==> src/rtl/rx_nrzi_unstuff_if.sv <==
// -----------------------------------------------------------------------------
// rx_nrzi_unstuff_if
//   Signal bundle between the DP/DM reader, the NRZI/unstuff stage and the
//   PID/field deserializer.
//
//   Parameter
//     LEN_W      width of pkt_len; must match the LEN_W of rx_nrzi_unstuff.
//
//   Signals
//     in_bit     line level (DP), one bit per clk          (master -> slave)
//     in_valid   packet-active qualifier                   (master -> slave)
//     out_bit    decoded, unstuffed data bit               (slave -> master)
//     out_valid  out_bit is a payload bit                  (slave -> master)
//     pkt_start  1-cycle pulse, SYNC matched               (slave -> master)
//     pkt_end    1-cycle pulse, packet closed cleanly      (slave -> master)
//     pkt_len    payload bit count, valid with pkt_end     (slave -> master)
//     stuff_err  1-cycle pulse, seventh consecutive 1 seen (slave -> master)
//     sync_err   1-cycle pulse, strict SYNC mismatch       (slave -> master)
//
//   Modports
//     master     upstream/consumer side (drives the line, observes results)
//     slave      the decoding stage itself
// -----------------------------------------------------------------------------
interface rx_nrzi_unstuff_if #(
    parameter int LEN_W = 7
) ();
    logic             in_bit;
    logic             in_valid;
    logic             out_bit;
    logic             out_valid;
    logic             pkt_start;
    logic             pkt_end;
    logic [LEN_W-1:0] pkt_len;
    logic             stuff_err;
    logic             sync_err;

    modport master (
        output in_bit, in_valid,
        input  out_bit, out_valid, pkt_start, pkt_end, pkt_len, stuff_err, sync_err
    );

    modport slave (
        input  in_bit, in_valid,
        output out_bit, out_valid, pkt_start, pkt_end, pkt_len, stuff_err, sync_err
    );
endinterface

==> src/rtl/rx_nrzi_unstuff.sv <==
// -----------------------------------------------------------------------------
// rx_nrzi_unstuff
//   Receive-side stage behind the DP/DM reader. NRZI-decodes the raw line
//   level, hunts for and strips SYNC, removes stuffed bits, flags stuffing
//   errors and frames the payload with pkt_start / pkt_end pulses.
//   Every output is registered; a line sample appears on out_bit/out_valid
//   one clk after it is sampled.
//
//   Parameters
//     SYNC_PAT   decoded SYNC pattern, first received bit is the MSB
//     LEN_W      width of the saturating payload length counter
//     STUFF_RUN  number of consecutive decoded 1s followed by a stuff bit
//
//   Ports
//     clk        system clock
//     rst        synchronous, active-high reset
//     bus        rx_nrzi_unstuff_if.slave (in_bit, in_valid in; out_bit,
//                out_valid, pkt_start, pkt_end, pkt_len, stuff_err,
//                sync_err out)
//
//   Build option
//     RX_SYNC_STRICT_EN  when defined, the first 8 decoded bits of a packet
//                        must be exactly SYNC_PAT, otherwise sync_err pulses
//                        and the packet is drained. When undefined, SYNC is
//                        searched with a sliding window and sync_err is 0.
// -----------------------------------------------------------------------------
module rx_nrzi_unstuff #(
    parameter logic [7:0] SYNC_PAT  = 8'b0000_0001,
    parameter int         LEN_W     = 7,
    parameter int         STUFF_RUN = 6
) (
    input logic              clk,
    input logic              rst,
    rx_nrzi_unstuff_if.slave bus
);

    localparam int                ONES_W    = $clog2(STUFF_RUN + 1);
    localparam logic [ONES_W-1:0] STUFF_MAX = ONES_W'(STUFF_RUN);

    typedef enum logic [1:0] {
        IDLE,
        HUNT,
        DATA,
        ERR
    } state_t;

    state_t            state_q;
    logic              prev_level_q;
    logic [ONES_W-1:0] ones_cnt_q;
    // Only the 7 newest bits are stored; the 8th comparison bit is the
    // current decoded bit, so the oldest bit of the window is never needed.
    logic [6:0]        sync_q;
    logic              out_bit_q;
    logic              out_valid_q;
    logic              pkt_start_q;
    logic              pkt_end_q;
    logic [LEN_W-1:0]  pkt_len_q;
    logic              stuff_err_q;
`ifdef RX_SYNC_STRICT_EN
    logic              sync_err_q;
    logic [2:0]        hunt_cnt_q;  // decoded bits already taken into sync_q
`endif

    logic       dec_bit;
    logic [7:0] sync_win;

    // No line transition decodes as 1, a transition as 0.
    assign dec_bit  = ~(bus.in_bit ^ prev_level_q);
    assign sync_win = {sync_q, dec_bit};

    function automatic logic [LEN_W-1:0] sat_inc(input logic [LEN_W-1:0] v);
        return (&v) ? v : v + LEN_W'(1);
    endfunction

    always_ff @(posedge clk) begin
        if (rst) begin
            state_q      <= IDLE;
            prev_level_q <= 1'b1;
            ones_cnt_q   <= '0;
            sync_q       <= '0;
            out_bit_q    <= 1'b0;
            out_valid_q  <= 1'b0;
            pkt_start_q  <= 1'b0;
            pkt_end_q    <= 1'b0;
            pkt_len_q    <= '0;
            stuff_err_q  <= 1'b0;
`ifdef RX_SYNC_STRICT_EN
            sync_err_q   <= 1'b0;
            hunt_cnt_q   <= '0;
`endif
        end else begin
            out_valid_q  <= 1'b0;
            pkt_start_q  <= 1'b0;
            pkt_end_q    <= 1'b0;
            stuff_err_q  <= 1'b0;
`ifdef RX_SYNC_STRICT_EN
            sync_err_q   <= 1'b0;
`endif
            // Outside a packet the line idles at J, so the reference level
            // for the first bit of the next packet is 1.
            prev_level_q <= bus.in_valid ? bus.in_bit : 1'b1;

            case (state_q)
                IDLE: begin
                    if (bus.in_valid) begin
                        sync_q     <= sync_win[6:0];
                        state_q    <= HUNT;
`ifdef RX_SYNC_STRICT_EN
                        hunt_cnt_q <= 3'd1;
`endif
                    end else begin
                        sync_q <= '0;
                    end
                end

                HUNT: begin
                    // A falling in_valid wins over a SYNC completing in the
                    // same cycle.
                    if (!bus.in_valid) begin
                        sync_q  <= '0;
                        state_q <= IDLE;
                    end else begin
                        sync_q <= sync_win[6:0];
`ifdef RX_SYNC_STRICT_EN
                        if (hunt_cnt_q == 3'd7) begin
                            if (sync_win == SYNC_PAT) begin
                                pkt_start_q <= 1'b1;
                                ones_cnt_q  <= ONES_W'(1);
                                pkt_len_q   <= '0;
                                state_q     <= DATA;
                            end else begin
                                sync_err_q  <= 1'b1;
                                state_q     <= ERR;
                            end
                        end else begin
                            hunt_cnt_q <= hunt_cnt_q + 3'd1;
                        end
`else
                        if (sync_win == SYNC_PAT) begin
                            pkt_start_q <= 1'b1;
                            // SYNC ends in a decoded 1, which opens the run.
                            ones_cnt_q  <= ONES_W'(1);
                            pkt_len_q   <= '0;
                            state_q     <= DATA;
                        end
`endif
                    end
                end

                DATA: begin
                    if (!bus.in_valid) begin
                        // A stuff position pending at EOP is not an error.
                        pkt_end_q  <= 1'b1;
                        ones_cnt_q <= '0;
                        sync_q     <= '0;
                        state_q    <= IDLE;
                    end else if (ones_cnt_q == STUFF_MAX) begin
                        if (dec_bit) begin
                            stuff_err_q <= 1'b1;
                            state_q     <= ERR;
                        end else begin
                            ones_cnt_q  <= '0;
                        end
                    end else begin
                        out_bit_q   <= dec_bit;
                        out_valid_q <= 1'b1;
                        pkt_len_q   <= sat_inc(pkt_len_q);
                        ones_cnt_q  <= dec_bit ? ones_cnt_q + ONES_W'(1) : '0;
                    end
                end

                ERR: begin
                    // Drain the rest of the packet silently.
                    if (!bus.in_valid) begin
                        ones_cnt_q <= '0;
                        sync_q     <= '0;
                        state_q    <= IDLE;
                    end
                end

                default: state_q <= IDLE;
            endcase
        end
    end

    assign bus.out_bit   = out_bit_q;
    assign bus.out_valid = out_valid_q;
    assign bus.pkt_start = pkt_start_q;
    assign bus.pkt_end   = pkt_end_q;
    assign bus.pkt_len   = pkt_len_q;
    assign bus.stuff_err = stuff_err_q;
`ifdef RX_SYNC_STRICT_EN
    assign bus.sync_err  = sync_err_q;
`else
    assign bus.sync_err  = 1'b0;
`endif

endmodule

==> src/flat_wrapper.sv <==
// flat-port wrapper written by rule: the top's interface ports become plain ports
module rx_nrzi_unstuff_flat 
#(
    parameter logic [7:0] SYNC_PAT  = 8'b0000_0001,
    parameter int         LEN_W     = 7,
    parameter int         STUFF_RUN = 6
)
  (clk, rst, bus_in_bit, bus_in_valid, bus_out_bit, bus_out_valid, bus_pkt_start, bus_pkt_end, bus_pkt_len, bus_stuff_err, bus_sync_err);
  rx_nrzi_unstuff_if #(.LEN_W(LEN_W)) bus_i ();
  input logic clk;
  input logic rst;
  input wire logic [$bits(bus_i.in_bit)-1:0] bus_in_bit;
  input wire logic [$bits(bus_i.in_valid)-1:0] bus_in_valid;
  output wire logic [$bits(bus_i.out_bit)-1:0] bus_out_bit;
  output wire logic [$bits(bus_i.out_valid)-1:0] bus_out_valid;
  output wire logic [$bits(bus_i.pkt_start)-1:0] bus_pkt_start;
  output wire logic [$bits(bus_i.pkt_end)-1:0] bus_pkt_end;
  output wire logic [$bits(bus_i.pkt_len)-1:0] bus_pkt_len;
  output wire logic [$bits(bus_i.stuff_err)-1:0] bus_stuff_err;
  output wire logic [$bits(bus_i.sync_err)-1:0] bus_sync_err;
  assign bus_i.in_bit = bus_in_bit;
  assign bus_i.in_valid = bus_in_valid;
  assign bus_out_bit = bus_i.out_bit;
  assign bus_out_valid = bus_i.out_valid;
  assign bus_pkt_start = bus_i.pkt_start;
  assign bus_pkt_end = bus_i.pkt_end;
  assign bus_pkt_len = bus_i.pkt_len;
  assign bus_stuff_err = bus_i.stuff_err;
  assign bus_sync_err = bus_i.sync_err;
  rx_nrzi_unstuff #(.SYNC_PAT(SYNC_PAT), .LEN_W(LEN_W), .STUFF_RUN(STUFF_RUN)) u_core (.clk(clk), .rst(rst), .bus(bus_i));
endmodule
==> config.mk <==
export PLATFORM = sky130hd
export DESIGN_NAME = rx_nrzi_unstuff_flat
export DESIGN_NICKNAME = d
export VERILOG_FILES = /design/src/rtl/rx_nrzi_unstuff_if.sv /design/src/rtl/rx_nrzi_unstuff.sv /design/src/flat_wrapper.sv
export SDC_FILE = /design/constraint.sdc
export NUM_CORES = 1
export LEC_CHECK = 0
export ABC_AREA = 1
export BUFFER_PORTS_ARGS = -buffer_cell sky130_fd_sc_hd__buf_2
export CAP_MARGIN = 20
export CORE_MARGIN = 2
export CORE_UTILIZATION = 40
export CTS_CLUSTER_DIAMETER = 120
export CTS_CLUSTER_SIZE = 28
export DETAILED_ROUTE_END_ITERATION = 10
export GPL_TIMING_DRIVEN = 0
export HOLD_SLACK_MARGIN = 0.08
export PLACE_DENSITY = 0.58
export SYNTH_ARGS = -nofsm -noshare
export SYNTH_HDL_FRONTEND = slang
export SYNTH_SLANG_ARGS = --single-unit
==> constraint.sdc <==
create_clock -name clk -period 1.7 [get_ports clk]
set_clock_uncertainty 0.05 [all_clocks]
set_input_delay 0.085 -clock clk [delete_from_list [all_inputs] [get_ports clk]]
set_output_delay 0.085 -clock clk [all_outputs]
set_load 0.01 [all_outputs]
==> metrics.md <==
| Metric | Value |
|---|---|
| Total routed wirelength | 2730 um |
| Share of power burned in the clock network | 0.139 |
| Cell with the most instances after synthesis | nand2_1 |
| Seq pwr share | 0.428 |
| Worst-Skew Late Latency | 0.31 ns |
| Fmax | approximately 640 MHz |
| GRT Util Overall | 0.170 |
| Maximum VDD drop | 0.551 mV |
| Type of the worst setup path | flip-flop to flip-flop |
| # IOs | 17 |
| Combinational share of power | 0.433 |
| NetSw | 0.806 mW |
| Sequential area share after synthesis | 0.383 |
| Mapped Avg Cell Area | 6.84 sq um |
| Worst reg2reg path startpoint | u_core.state_q[1] |
| Die W | 61.1 um |
| First-pass GRT wire length | about 4700 um |
| R2R Path End | u_core.bus.pkt_len[3] |
| I/O Buffers | 14 |
| Placed insts | 249 |
| Via count | around 1200 |
| Worst setup margin | ~0.13 ns |
| Area share of the leading cell type in the synthesized netlist | 0.383 |
| Antenna Cells | 0 |
| Post-synth EDFFs | 0 |
| Vias per cell | approximately 4.7 |
| # clock sinks | 25 |
| Dpl hpwl | 2010 um |
| GPL Wtd Cong | 0.781 |
| Worst r2r path cells | 6 |
| Pwr dens | roughly 1300 nW/um^2 |
| Switching share of power | 0.427 |
| # setup viols final | 0 |
| Grt ovf | 0 |
| Initial antenna violation count | 0 |
| MaxCap Viol Count | 0 |
| Arrival @ worst endpoint | around 1.8 ns |
| Startpoint Class | flip-flop |
| Antenna Violating Nets Remaining | 0 |
| Slowest cell delay on critical path | 0.50 ns |
| Routed wire per std cell | about 11 um |
| Pre-CTS WS | 0.140 ns |
| Path type of the worst min-delay path | input port to flip-flop |
| H-Tree Depth | 1 |
| Post-synth ARST share | 0 |
| LEAKAGE | 0.674 nW |
| WHS Endpoint | u_core.sync_q[4] |
| Final period util | 0.921 |
| Status | finished, final reports clean |
| Synth Net Count | 198 |
| Final core occ | 0.484 |
| Yosys reg bits | 25 |
| Worst Path Required | about 1.9 ns |
| Share of layout cells above drive strength 1 | 0.160 |
| Post-Syn Area | 1310 sq um |
| Root buffer cell | clkbuf_4 |
| Cts bufs inserted | 3 |
| Internal | 1.08 mW |
| Ys Warns | 0 |
| DR pass1 iterations | 4 |
| Cells along the critical path | inv_1 > nor2_4 > inv_1 > nor3b_1 > nand3_1 > a21oi_1 |
| Core Footprint | 3080 sq um |
| Number of nets in the layout | 220 |
| Number of core rows | 20 |
| Slew of the pin with the lowest slew margin | 0.535 ns |
| Hold Path Depth | 2 |
| Post-synthesis cell type count | 25 |
| Initial Utilization | 0.424 |
| Clock tree buffer depth | 2 |
| TritonCTS clock tree | built |
| Vias in the first global route | roughly 1100 |
| Commonest cells in the synthesized netlist | nand2_1 (55), dfxtp_1 (25), nor2_1 (21) |
| Die ar. | 3740 sq um |
| Number of remaining DRC errors | 0 |
| Critical Path End Type | flip-flop |
| Setup TNS | 0 ns |
| Layout Cells excl Fill | 256 |
| Setup Fix Bufs, Post-CTS | 0 |
| Largest net degree at the start of global routing | 14 |
| Min cycle time layout | 1.57 ns |
| Worst Setup SP | u_core.state_q[1] |
| R2R Setup Slk | 0.13 ns |
| Critical Path Fanout Max | 7 |
| Final Hold Viols | 0 |
| Die Y | 61.1 um |
| 1st-iter DRT viols | 51 |
| RSZ-0062 raised after global routing | no |
| Clock transition at the registers of the reported paths | 0.13 ns |
| Primary FF master, synth | dfxtp_1 |
| Most used cell, CP | inv_1 |
| Pins Over Slew Limit | 0 |
| Syn-to-layout area delta | 14.0% |
| Post-synthesis cell count | 191 |
| Slowest-stage cell, CP | dfxtp_1 |
| Ranking of synthesized cells by area | dfxtp_1 (38%), nand2_1 (16%), a21oi_1 (7.3%) |
| Hold path start | rst |
| Area leader, netlist | dfxtp_1 |
| Slew Limit Headroom | 0.643 |
-- worst max path at each step --
stage	end	slack (ns)	depth (start not counted)
floorplan	u_core.bus.pkt_len[1]	0.28	10
CTS	u_core.bus.pkt_len[1]	0.11	11
detailed placement	u_core.bus.pkt_len[1]	0.14	10
global placement	u_core.bus.pkt_len[1]	0.15	10
global route	u_core.bus.pkt_len[3]	0.02	6
finish	u_core.bus.pkt_len[3]	0.13	6
-- registers in the layout (all words and copies together), names as in the netlist --
register,flops
u_core.state_q,2
u_core.bus.out_valid,1
u_core.bus.stuff_err,1
u_core.ones_cnt_q,3
u_core.bus.pkt_start,1
u_core.bus.pkt_len,7
u_core.bus.pkt_end,1
u_core.sync_q,7
u_core.prev_level_q,1
u_core.bus.out_bit,1
-- worst max-delay path: cells and delay by family (launching register included) --
kind | cells | cell delay [ns]
AO/OA/AOI/OAI | 1 | 0.14
AND/OR/NAND/NOR | 3 | 0.53
flip-flops | 1 | 0.50
buffers and inverters | 2 | 0.29
-- layout make-up --
type | instances | area, sq um
Inverter | 20 | 75.1
Tap cell | 44 | 55.1
Multi-Input combinational cell | 142 | 708
Buffer | 4 | 22.5
Sequential cell | 25 | 502
Timing Repair Buffer | 17 | 100
Fill cell | 326 | 1590
Clock buffer | 4 | 26.3
-- layout by cell type, fill, tap and decap left out, types with 3 or more instances in the layout --
cell type      synthesis  layout
nor2_1                21      21
nand2_1               55      55
a21oi_1               19      19
nand3_1               19      19
nor3_1                 3       3
clkbuf_4               0       3
ha_1                   3       3
clkbuf_1               2       3
o21ai_0                3       3
buf_2                  0      14
dfxtp_1               25      24
nor2_2                 3       3
inv_1                 18      18
dlygate4sd3_1          0       3
-- metal layers --
| metal | vias up | share of wire | track usage |
|---|---|---|---|
| li1 | 642 | - | - |
| met1 | 554 | 0.52 | 0.221 |
| met2 | 15 | 0.44 | 0.277 |
| met3 | 4 | 0.023 | 0.0189 |
| met4 | 0 | 0.017 | 0.0870 |
| met5 | - | 0 | 0 |
-- kinds of logic after synthesis --
logic type               after synthesis  share of synthesized area
buffers and inverters                 24                     0.0747
adder cells (fa/ha/maj)                3                     0.0287
AND/OR/NAND/NOR                      114                      0.407
flip-flops                            25                      0.383
AO/OA/AOI/OAI                         22                     0.0843
other                                  1                    0.00287
XOR/XNOR                               2                     0.0192
-- stage by stage --
stage               instance area, sq um  total power, mW  hold slack, ns
floorplan                           1310             1.44           0.114
global placement                    1430             1.62           0.297
detailed placement                  1430             1.63           0.301
CTS                                 1490             1.91           0.140
global route                        1490             2.05           0.148
finish                              1490             1.89           0.138
-- power groups by stage --
stage	clock (mW)	combinational (mW)	sequential [mW]
after floorplan	0	0.612	0.823
after global placement	0	0.805	0.812
after detailed placement	0	0.816	0.816
after CTS	0.278	0.826	0.805
after global routing	0.297	0.922	0.831
final	0.262	0.818	0.809
-- repair_timing --
item | in CTS | in global routing
endpoints found under the hold margin | 3 | 0
gates resized for setup | 0 | 1
setup endpoints to repair | 0 | 4
hold buffers | 3 | 0
(Power assumes the default switching activity.)
